$ cat src/rtl/imem_prog_loader.sv
`timescale 1ns/1ps
// imem_prog_loader
//   Boot-time loader in front of the MIPS core's instruction memory.
//   The input stream is a 2-byte big-endian word count followed by the
//   program bytes, also big-endian. The loader writes one 32-bit word per
//   im_we pulse, starting at byte address 0. It keeps the core frozen
//   (cpu_hold) until the whole program is in memory, then releases it
//   with a single pc_clear pulse.
//
// Ports
//   clk, rst_n          clock, async active-low reset
//   start               begin a load (honoured in IDLE/DONE/ERROR only)
//   in_data/in_valid    byte stream; in_ready = loader accepts this cycle
//   im_we/im_addr/      instruction-memory write port (byte address,
//   im_wdata            word aligned)
//   cpu_hold, pc_clear  core freeze and PC-clear-on-release pulse
//   busy, done, err     status; done and err are sticky until next start
//   words_loaded        words written by the current/last load
module imem_prog_loader #(
    parameter int ADDR_WIDTH = 8,
    parameter int LEN_WIDTH  = 16
) (
    input  logic                  clk,
    input  logic                  rst_n,
    input  logic                  start,
    input  logic [7:0]            in_data,
    input  logic                  in_valid,
    output logic                  in_ready,
    output logic                  im_we,
    output logic [ADDR_WIDTH+1:0] im_addr,
    output logic [31:0]           im_wdata,
    output logic                  cpu_hold,
    output logic                  pc_clear,
    output logic                  busy,
    output logic                  done,
    output logic                  err,
    output logic [ADDR_WIDTH:0]   words_loaded
);

    localparam logic [2:0] S_IDLE   = 3'd0;
    localparam logic [2:0] S_LEN_HI = 3'd1;
    localparam logic [2:0] S_LEN_LO = 3'd2;
    localparam logic [2:0] S_DATA   = 3'd3;
    localparam logic [2:0] S_DONE   = 3'd4;
    localparam logic [2:0] S_ERROR  = 3'd5;

    // Memory depth in words; one bit wider than len so a full-depth count fits.
    localparam logic [LEN_WIDTH:0] DEPTH = {{LEN_WIDTH{1'b0}}, 1'b1} << ADDR_WIDTH;

    logic [2:0]           state;
    logic [7:0]           len_hi;
    logic [LEN_WIDTH-1:0] len;
    logic [1:0]           bidx;
    logic [23:0]          sr;      // first three bytes of the word in progress
    logic                 accept;
    logic [LEN_WIDTH-1:0] len_nxt;

    // Header is two bytes; the high byte is zero-extended/truncated to LEN_WIDTH.
    assign len_nxt = LEN_WIDTH'({len_hi, in_data});

    always_comb begin
        in_ready = (state == S_LEN_HI) || (state == S_LEN_LO) || (state == S_DATA);
    end

    assign accept = in_valid && in_ready;

    always_ff @(posedge clk or negedge rst_n) begin
        if (!rst_n) begin
            state        <= S_IDLE;
            len_hi       <= '0;
            len          <= '0;
            bidx         <= '0;
            sr           <= '0;
            im_we        <= 1'b0;
            im_addr      <= '0;
            im_wdata     <= '0;
            cpu_hold     <= 1'b1;
            pc_clear     <= 1'b0;
            busy         <= 1'b0;
            done         <= 1'b0;
            err          <= 1'b0;
            words_loaded <= '0;
        end else begin
            im_we    <= 1'b0;
            pc_clear <= 1'b0;
            case (state)
                S_IDLE, S_DONE, S_ERROR: begin
                    if (start) begin
                        state        <= S_LEN_HI;
                        busy         <= 1'b1;
                        cpu_hold     <= 1'b1;
                        done         <= 1'b0;
                        err          <= 1'b0;
                        words_loaded <= '0;
                        bidx         <= '0;
                    end
                end
                S_LEN_HI: begin
                    if (accept) begin
                        len_hi <= in_data;
                        state  <= S_LEN_LO;
                    end
                end
                S_LEN_LO: begin
                    if (accept) begin
                        len <= len_nxt;
                        if (len_nxt == '0) begin
                            state    <= S_DONE;
                            busy     <= 1'b0;
                            done     <= 1'b1;
                            cpu_hold <= 1'b0;
                            pc_clear <= 1'b1;
                        end else if ({1'b0, len_nxt} > DEPTH) begin
                            state <= S_ERROR;
                            busy  <= 1'b0;
                            err   <= 1'b1;
                        end else begin
                            state <= S_DATA;
                        end
                    end
                end
                S_DATA: begin
                    // words_loaded already counts the word being written, so
                    // equality with len during im_we marks the final write.
                    if (im_we && (LEN_WIDTH'(words_loaded) == len)) begin
                        state    <= S_DONE;
                        busy     <= 1'b0;
                        done     <= 1'b1;
                        cpu_hold <= 1'b0;
                        pc_clear <= 1'b1;
                    end else if (accept) begin
                        sr   <= {sr[15:0], in_data};
                        bidx <= bidx + 2'd1;
                        if (bidx == 2'd3) begin
                            im_we        <= 1'b1;
                            im_wdata     <= {sr, in_data};
                            im_addr      <= {words_loaded[ADDR_WIDTH-1:0], 2'b00};
                            words_loaded <= words_loaded + 1'b1;
                        end
                    end
                end
                default: state <= S_IDLE;
            endcase
        end
    end

endmodule

$ cat config.mk
export PLATFORM = sky130hd
export DESIGN_NAME = imem_prog_loader
export DESIGN_NICKNAME = d
export VERILOG_FILES = /design/src/rtl/imem_prog_loader.sv
export SDC_FILE = /design/constraint.sdc
export NUM_CORES = 1
export LEC_CHECK = 0
export ABC_AREA = 1
export CORE_MARGIN = 3
export CORE_UTILIZATION = 60
export CTS_BUF_LIST = sky130_fd_sc_hd__clkbuf_8
export DETAILED_ROUTE_END_ITERATION = 12
export GPL_ROUTABILITY_DRIVEN = 1
export GPL_TIMING_DRIVEN = 1
export HOLD_SLACK_MARGIN = 0.1
export PLACE_DENSITY = 0.87
export SLEW_MARGIN = 20
export SYNTH_ARGS = -nofsm -noshare
export SYNTH_HDL_FRONTEND = slang
export SYNTH_SLANG_ARGS = --single-unit
$ cat constraint.sdc
create_clock -name clk -period 2.8 [get_ports clk]
set_input_delay 0.56 -clock clk [delete_from_list [all_inputs] [get_ports clk]]
set_output_delay 0.56 -clock clk [all_outputs]
set_load 0.02 [all_outputs]
; Word level (Yosys, flattened, before mapping)
; Cells that the tools add are included.
[classes]
add_sub_neg = 2
order_cmp = 1
eq_ne = 18
n_mux = 42
bitwise_logic = 1
n_reduce_logical = 20
[op_table]
columns = cell, n
row1 = 2-to-1 mux 9 bit, 4
row2 = 2-to-1 mux 1 bit, 21
row3 = AND reduction 5 bit, 4
row4 = 2-to-1 mux 3 bit, 6
row5 = case mux 9 bit (2 select lines), 1
row6 = == test 9 x 16 -> 1 bit, 1
row7 = > comparator 16 x 9 -> 1 bit (second input constant), 1
row8 = zero test 16 bit, 1
row9 = != test 2 bit (second input constant), 6
row10 = case mux 3 bit (4 select lines), 1
row11 = AND reduction 4 bit, 3
row12 = adder 9 x 1 -> 9 bit (second input constant), 1
row13 = case mux 1 bit (3 select lines), 3
row14 = != test 2 x 1 -> 1 bit (second input constant), 4
row15 = == test 3 x 2 -> 1 bit (second input constant), 2
row16 = == test 3 bit (second input constant), 2
row17 = 2-to-1 mux 2 bit, 3
row18 = case mux 1 bit (2 select lines), 2
row19 = case mux 2 bit (2 select lines), 1
row20 = AND reduction 2 bit, 2
row21 = nonzero test 2 bit, 2
row22 = == test 3 x 1 -> 1 bit (second input constant), 1
row23 = zero test 3 bit, 1
row24 = != test 3 x 1 -> 1 bit (second input constant), 1
row25 = 8 further kinds, 10
[word_totals]
reg_bits = 108
in_bits = 12
elab_cells = 98

; Depth between registers and ports, before layout
; Gate-level depths: netlist of the first run.
[depth]
word_depth = 7
ltp_mapped = 12
depth_no_buf = 11

; Least setup slack after synthesis of the first run
; OpenSTA, ideal clock, no wires.
[synth_timing]
path_kind = flip-flop to flip-flop
startpoint = register state[1]
endpoint = register sr[19]
setup_time_ns = 0.132
arrival_time_ns = 1.559
t_required_ns = 2.668
slack_ns = 1.110
stages_incl_launch_ff = 10
synth_period_minus_slack_ns = 1.690
cell_sequence = dfrtp_1 -> inv_1 -> a21oi_1 -> nand2_1 -> inv_1 -> nand3_2 -> buf_4 -> buf_6 -> nand2_1 -> o21ai_0
[synth_via]
elab_chain_cells = 5
elab_cells_between_ends = 7
[synth_lines]
columns = element, line_no
row1 = start: declaration, 50  ; logic [2:0] state;
row2 = start signal: assignment, 69  ; state <= S_IDLE;
row3 = start signal: assignment, 89  ; state <= S_LEN_HI;
row4 = start signal: assignment, 101  ; state <= S_LEN_LO;
row5 = == test 3 x 1 -> 1 bit or == test 3 x 2 -> 1 bit (tied branches), 62  ; in_ready = (state == S_LEN_HI) || (state == S_LEN_LO) || (state == S_DATA);
row6 = logical OR 1 bit, 62
row7 = logical OR 1 bit *, 62
row8 = via in_ready, 28  ; output logic in_ready,
row9 = logical AND 1 bit *, 65  ; assign accept = in_valid && in_ready;
row10 = AND reduction 3 bit (no source line) *, -
row11 = end signal: assignment, 132  ; sr <= {sr[15:0], in_data};
row12 = end: declaration, 54  ; logic [23:0] sr;
; The timed path passes the listed nets; every way through them passes the cells marked *.
; A chain may end at the register's enable or synchronous reset.

; Worst setup path in the final report of the first run
[layout_timing]
startpoint = register state[1]
endpoint = output port in_ready
[layout_via]
elab_chain_cells = 3
elab_cells_between_ends = 5
[layout_lines]
columns = element, line_no
row1 = == test 3 x 1 -> 1 bit or == test 3 x 2 -> 1 bit (tied branches), 62
row2 = logical OR 1 bit, 62
row3 = logical OR 1 bit *, 62
row4 = end: declaration, 28
; Every way passes the cells marked *; elsewhere a longest branch is shown, timed or not.

==> metrics.md, run 1 <==
| Metric | Value |
|---|---|
| Outcome | finished, final reports clean |
| Post-synth EDFFs | 0 |
| Main synth FF type | dfrtp_1 |
| Dpl ws | 0.4550 ns |
| Count of buffers from port buffering | 67 |
| Peak supply drop | 0.6619 mV |
| GRT overflow | 0 |
| Slew of the pin with the lowest slew margin | 0.5509 ns |
| Commonest non-fill, non-tap cells in the layout | nand2_1, dfrtp_1, clkdlybuf4s50_1 |
| Critical path endpoint category | primary output |
| Pin count of the biggest net entering global routing | 109 |
| Vias/cell | 5.186 |
| Non-filler instance count after layout | 733 |
| CTS tree | yes |
| Reg2reg end | sr[16] |
| Die footprint | 9001 um2 |
| Final min period | 2.285 ns |
| Nets | 643 |
| Worst Slack Setup Final | 0.5146 ns |
| Total track usage | 24.25% |
| Register bit count reported by yosys | 108 |
| Reg2reg start | words_loaded[6] |
| Core Rows | 31 |
| Vias in the first global route | 3570 |
| Synth-to-layout area growth | 19.48% |
| Avg Inst Size Synth | 8.359 um2 |
| H-tree lvl count | 3 |
| Reg clk slew, reported paths | 0.10 ns |
| Final hold violations | 0 |
| Worst path arrival time | 1.73 ns |
| Placed Instances | 717 |
| RSZ-0062 raised after global routing | false |
| Commonest non-fill, non-tap cell in the layout | nand2_1 |
| Resize count post-CTS | 0 |
| Slew Viols, Final | 0 |
| DIE WIDTH | 94.88 um |
| CTS Root Cell | clkbuf_8 |
| Post-synth ARST share | 100.0% |
| Slew margin rel. | 63.27% |
| Setup CP Type | flip-flop to primary output |
| Per-cell routed wire length | 13.66 um |
| # diodes | 0 |
| DRC | 0 |
| HP Class | input pin to async pin |
| Die height | 94.88 um |
| Worst-case reg-to-reg path depth | 11 |
| Power Density | 1007 nW/um2 |
| Period utilization | 81.62% |
| Drt pass-1 iters | 5 |
| Initial Utilization | 63.64% |
| Final TNS setup | 0 ns |
| Post-synth cell types | 31 |
| CTS Sinks | 108 |
| Post-route ant nets | 0 |
| Design Power | 5.703 mW |
| CTS buffer count | 9 |
| Setup Skew | 0.01740 ns |
| Seq/Total Area, Yosys | 57.05% |
| Hold slack | 0.2406 ns |
| Critical-path maximum fanout | 4 |
| Num ports | 70 |
| Detailed Route WL | 10.02 mm |
| Post-Syn Area | 4740 um2 |
| Worst-Skew Late Latency | 0.38 ns |
| First-pass GRT wire length | 16.97 mm |
| Cell count after synthesis | 567 |
| F_max | 437.6 MHz |
| Core area | 7447 um2 |
| Initial antenna violation count | 0 |
| Setup violations, final | 0 |
| DR vias | 3801 |
| Required time worst endpoint | 2.24 ns |
| Critical Path Start Type | flip-flop |
| LEAKAGE | 2.782 nW |
| Hpwl dp | 7.125 mm |
| Routability cong. | 0.8601 |
| Max Root-Sink Buffers | 2 |
| Setup Fix Bufs, Post-CTS | 0 |
| Worst R2R Setup Slack | 0.80 ns |
| DRT iter0 DRCs | 344 |
| Max Cap Viol | 0 |
| Layout cells sized above 1 | 5.678% |
| Yosys warns | 0 |
| Hold Buf Count CTS | 0 |
flip-flops by register name, indices dropped and copies added (netlist names):
register      count
im_addr           8
cpu_hold          1
pc_clear          1
words_loaded      9
im_we             1
len              16
err               1
bidx              2
sr               24
done              1
state             3
len_hi            8
im_wdata         32
busy              1
worst max-delay path, cell delays in order, from the launching register on:
cell and delay, ns:
dfrtp_1 0.40, inv_1 0.09, a21oi_1 0.22, clkdlybuf4s50_1 0.65
synthesized netlist by cell type, drive strengths merged, types with 3 or more instances:
master	number	area (um2)
inv	66	247.7
xor2	7	61.31
buf	15	91.34
dfrtp	107	2678
nor3	3	15.01
clkbuf	6	23.77
nand3	21	127.6
o21ai	83	422.9
nand4	4	25.02
a21oi	3	15.01
nand2	206	778.2
nor2	38	168.9
stage by stage:
step	cell area [um2]	util [%]
after detailed placement	5475	73.52
after global routing	5663	76.04
after global placement	5475	73.52
after CTS	5663	76.04
after floorplan	4743	-
final	5663	76.04
power breakdown:
part	internal (mW)	total (mW)	leakage, nW	switching, mW
sequential	2.14	2.49	1.42	0.357
combinational	0.914	2.30	1.26	1.38
clock	0.348	0.914	0.0960	0.567
total	3.40	5.70	2.78	2.30
layout make-up:
type                    count  area [um2]
well taps                  99       123.9
multi-input cells         373        1677
clock buffers               9       123.9
inverters                  66       247.7
repair buffers             71       723.2
clock inverters             7       63.81
flip-flops and latches    108        2704
fillers                   526        1784
worst max path at each step:
stage	from	endpoint	slack, ns	cells after the start
after floorplan	state[1]	sr[19]	1.11	9
after global placement	in_valid	im_wdata[29]	0.52	9
after detailed placement	in_valid	im_wdata[6]	0.45	9
after CTS	state[1]	in_ready	0.52	3
after global routing	state[1]	in_ready	0.45	3
final	state[1]	in_ready	0.51	3
cells by family after synthesis:
family | count (synthesis) | share of synthesized area [%]
AO/OA/AOI/OAI | 88 | 9.530
XOR/XNOR | 8 | 1.478
adder cells (fa/ha/maj) | 2 | 0.5279
buffers and inverters | 87 | 7.656
flip-flops | 108 | 57.05
other | 1 | 0.07912
AND/OR/NAND/NOR | 273 | 23.68
per-layer routing:
metal  wire, um  part of all wire (%)  track usage, %
met5          0                     0               0
met4        120                   1.2           8.053
met3        633                   6.3           3.984
met2       4720                    47           36.76
met1       4541                    45           35.85
Note: power is estimated with default switching activity, not from simulation.
==> inputs of run 2 (changes only) <==
--- a/config.mk
+++ b/config.mk
@@ -7,13 +7,13 @@
 export LEC_CHECK = 0
 export ABC_AREA = 1
 export CORE_MARGIN = 3
-export CORE_UTILIZATION = 60
+export CORE_UTILIZATION = 51
 export CTS_BUF_LIST = sky130_fd_sc_hd__clkbuf_8
 export DETAILED_ROUTE_END_ITERATION = 12
 export GPL_ROUTABILITY_DRIVEN = 1
 export GPL_TIMING_DRIVEN = 1
 export HOLD_SLACK_MARGIN = 0.1
-export PLACE_DENSITY = 0.87
+export PLACE_DENSITY = 0.79
 export SLEW_MARGIN = 20
 export SYNTH_ARGS = -nofsm -noshare
 export SYNTH_HDL_FRONTEND = slang
==> constraint.sdc (replaced) <==
create_clock -name clk -period 2 [get_ports clk]
set_input_delay 0.4 -clock clk [delete_from_list [all_inputs] [get_ports clk]]
set_output_delay 0.4 -clock clk [all_outputs]
set_load 0.02 [all_outputs]
==> metrics.md, run 2 (synthesized netlist as in run 1, its figures left out) <==
| Metric | Value |
|---|---|
| DRT iter0 DRCs | 246 (was 344) |
| Reg2reg end | words_loaded[1] (was sr[16]) |
| CP bufs+invs | 2 (unchanged) |
| Die footprint | 10490 um2 (was 9001 um2) |
| Biggest regs | im_wdata (32), sr (24), len (16) (unchanged) |
| Core area | 8891 um2 (was 7447 um2) |
| # diodes | 0 (unchanged) |
| Outcome | finished, final reports clean (unchanged) |
| CTS Sinks | 108 (unchanged) |
| Core Rows | 34 (was 31) |
| Peak supply drop | 0.6708 mV (was 0.6619 mV) |
| WHS Path Cells | 2 |
| DR vias | 3835 (was 3801) |
| Per-cell routed wire length | 13.57 um (was 13.66 um) |
| Count of buffers from port buffering | 67 (unchanged) |
| Setup CP Type | flip-flop to primary output (unchanged) |
| Finished Cell Area | 5831 um2 (was 5663 um2) |
| Initial Utilization | 53.31% (was 63.64%) |
| Top delay family on crit path | buffers and inverters (unchanged) |
| Worst path arrival time | 1.53 ns (was 1.73 ns) |
| CTS tree | yes (unchanged) |
| HP Class | flip-flop to flip-flop (was input pin to async pin) |
| Largest Register | im_wdata (unchanged) |
| Nets | 657 (was 643) |
| Post-route ant nets | 0 (unchanged) |
| Area after DPL | 5622 um2 (was 5475 um2) |
| Max Cap Viol | 0 (unchanged) |
| Worst-Skew Late Latency | 0.37 ns (was 0.38 ns) |
| Routability cong. | 0.8789 (was 0.8601) |
| Drt pass-1 iters | 5 (unchanged) |
| GRT overflow | 0 (unchanged) |
| Vias/cell | 5.073 (was 5.186) |
| Commonest non-fill, non-tap cell in the layout | nand2_1 (unchanged) |
| Worst R2R Setup Slack | 0.17 ns (was 0.80 ns) |
| Hpwl dp | 7.593 mm (was 7.125 mm) |
| Crit path cell chain | buf_4, clkdlybuf4s50_1 (was inv_1, a21oi_1, clkdlybuf4s50_1) |
| DRC | 0 (unchanged) |
| Layout cells sized above 1 | 7.716% (was 5.678%) |
| Vias in the first global route | 3644 (was 3570) |
| H-tree lvl count | 3 (unchanged) |
| Max Root-Sink Buffers | 2 (unchanged) |
| Design Power | 8.010 mW (was 5.703 mW) |
| RSZ-0062 raised after global routing | false (unchanged) |
| Reg2reg start | state[2] (was words_loaded[6]) |
| Hold Path End | cpu_hold |
| Total number of cells along the worst setup path | 2 (was 3) |
| Max reg flops | 32 (unchanged) |
| Setup Fix Bufs, Post-CTS | 0 (unchanged) |
| Die height | 102.4 um (was 94.88 um) |
| Required time worst endpoint | 1.60 ns (was 2.24 ns) |
| F_max | 517.3 MHz |
| CTS Root Cell | clkbuf_8 (unchanged) |
| Worst-case reg-to-reg path depth | 9 (was 11) |
| Crit path max-delay cell type | clkdlybuf4s50_1 (unchanged) |
| Power Density | 1374 nW/um2 (was 1007 nW/um2) |
| Detailed Route WL | 10.26 mm (was 10.02 mm) |
| First-pass GRT wire length | 17.31 mm (was 16.97 mm) |
| Slowest Stage Delay on Critical Path | 0.60 ns (was 0.65 ns) |
| Commonest non-fill, non-tap cells in the layout | nand2_1, dfrtp_1, clkdlybuf4s50_1 (unchanged) |
| Critical path endpoint category | primary output (unchanged) |
| Final min period | 1.933 ns |
| Critical Path Start Type | flip-flop (unchanged) |
| Synth-to-layout area growth | 23.02% (was 19.48%) |
| Worst hold start | cpu_hold |
| Final TNS setup | 0 ns (unchanged) |
| CTS buffer count | 9 (unchanged) |
| Reg clk slew, reported paths | 0.10 ns (about the same) |
| Setup Skew | 0.008898 ns (was 0.01740 ns) |
| LEAKAGE | 2.864 nW (was 2.782 nW) |
| Num ports | 70 (unchanged) |
| Pin count of the biggest net entering global routing | 62 (was 109) |
| Slew Viols, Final | 0 (unchanged) |
| DIE WIDTH | 102.4 um (was 94.88 um) |
| Initial antenna violation count | 0 (unchanged) |
| Total track usage | 21.13% (was 24.25%) |
| Setup violations, final | 0 (unchanged) |
| Period utilization | 96.66% |
| Critical-path maximum fanout | 4 (unchanged) |
| Final hold violations | 0 (unchanged) |
==> run 2: worst register-to-register path, cell delays in order, from the launching register on <==
cell and delay (ns):
dfrtp_1 0.46, nor2_4 0.18, nand2_2 0.17, o21ai_2 0.19
inv_2 0.08, nor2_8 0.15, nand3_4 0.12, inv_2 0.24
nand2_1 0.11, nand2_1 0.07
==> run 2: what timing repair did <==
action | CTS | global route
endpoints found under the setup margin | 1 | 11
hold buffers | 1 | 0
resized for setup | 1 | 4
endpoints found under the hold margin | 28 | 0
==> run 2: layout make-up <==
cell class / instances / area (um2)
Sequential cell: 108 / 2705
Clock inverter: 7 / 57.56
Multi-Input combinational cell: 373 / 1694
Clock buffer: 9 / 123.9
Tap cell: 108 / 135.1
Fill cell: 711 / 3060
Timing Repair Buffer: 85 / 867.1
Inverter: 66 / 247.7
==> run 2: stage by stage <==
step / setup slack [ns] / utilization (%) / hold slack [ns] / std cells
6_report: 0.06677 / 65.58 / 0.4737 / 756
3_5_place_dp: 0.07238 / 63.23 / 0.3457 / 739
3_3_place_gp: 0.08169 / 63.23 / 0.3445 / 739
2_1_floorplan: 0.3099 / - / 0.1044 / 568
5_1_grt: 0.01944 / 65.58 / 0.5030 / 756
4_1_cts: 0.02260 / 65.37 / 0.4768 / 756
==> run 2: power breakdown <==
group | total, mW | switching [mW] | internal, mW | leakage [nW]
Combinational | 3.29 | 1.96 | 1.33 | 1.35
Clock | 1.23 | 0.760 | 0.473 | 0.0939
Sequential | 3.49 | 0.497 | 2.99 | 1.42
==> run 2: worst max path at each step <==
stage	startpoint	end	slack, ns
after floorplan	state[1]	sr[19]	0.31
after global placement	in_data[6]	state[1]	0.08
after detailed placement	in_data[6]	state[1]	0.07
after CTS	words_loaded[2]	words_loaded[2]	0.02
after global routing	words_loaded[3]	bidx[1]	0.02
final	words_loaded[6]	words_loaded[6]	0.07
==> run 2: layer usage <==
layer / track usage, % / wire (um) / vias to the layer above
met2: 33.28 / 4885 / 112
li1: - / - / 1915
met3: 3.276 / 467 / 13
met1: 30.47 / 4747 / 1795
met5: 0 / 0 / -
met4: 6.458 / 161 / 0
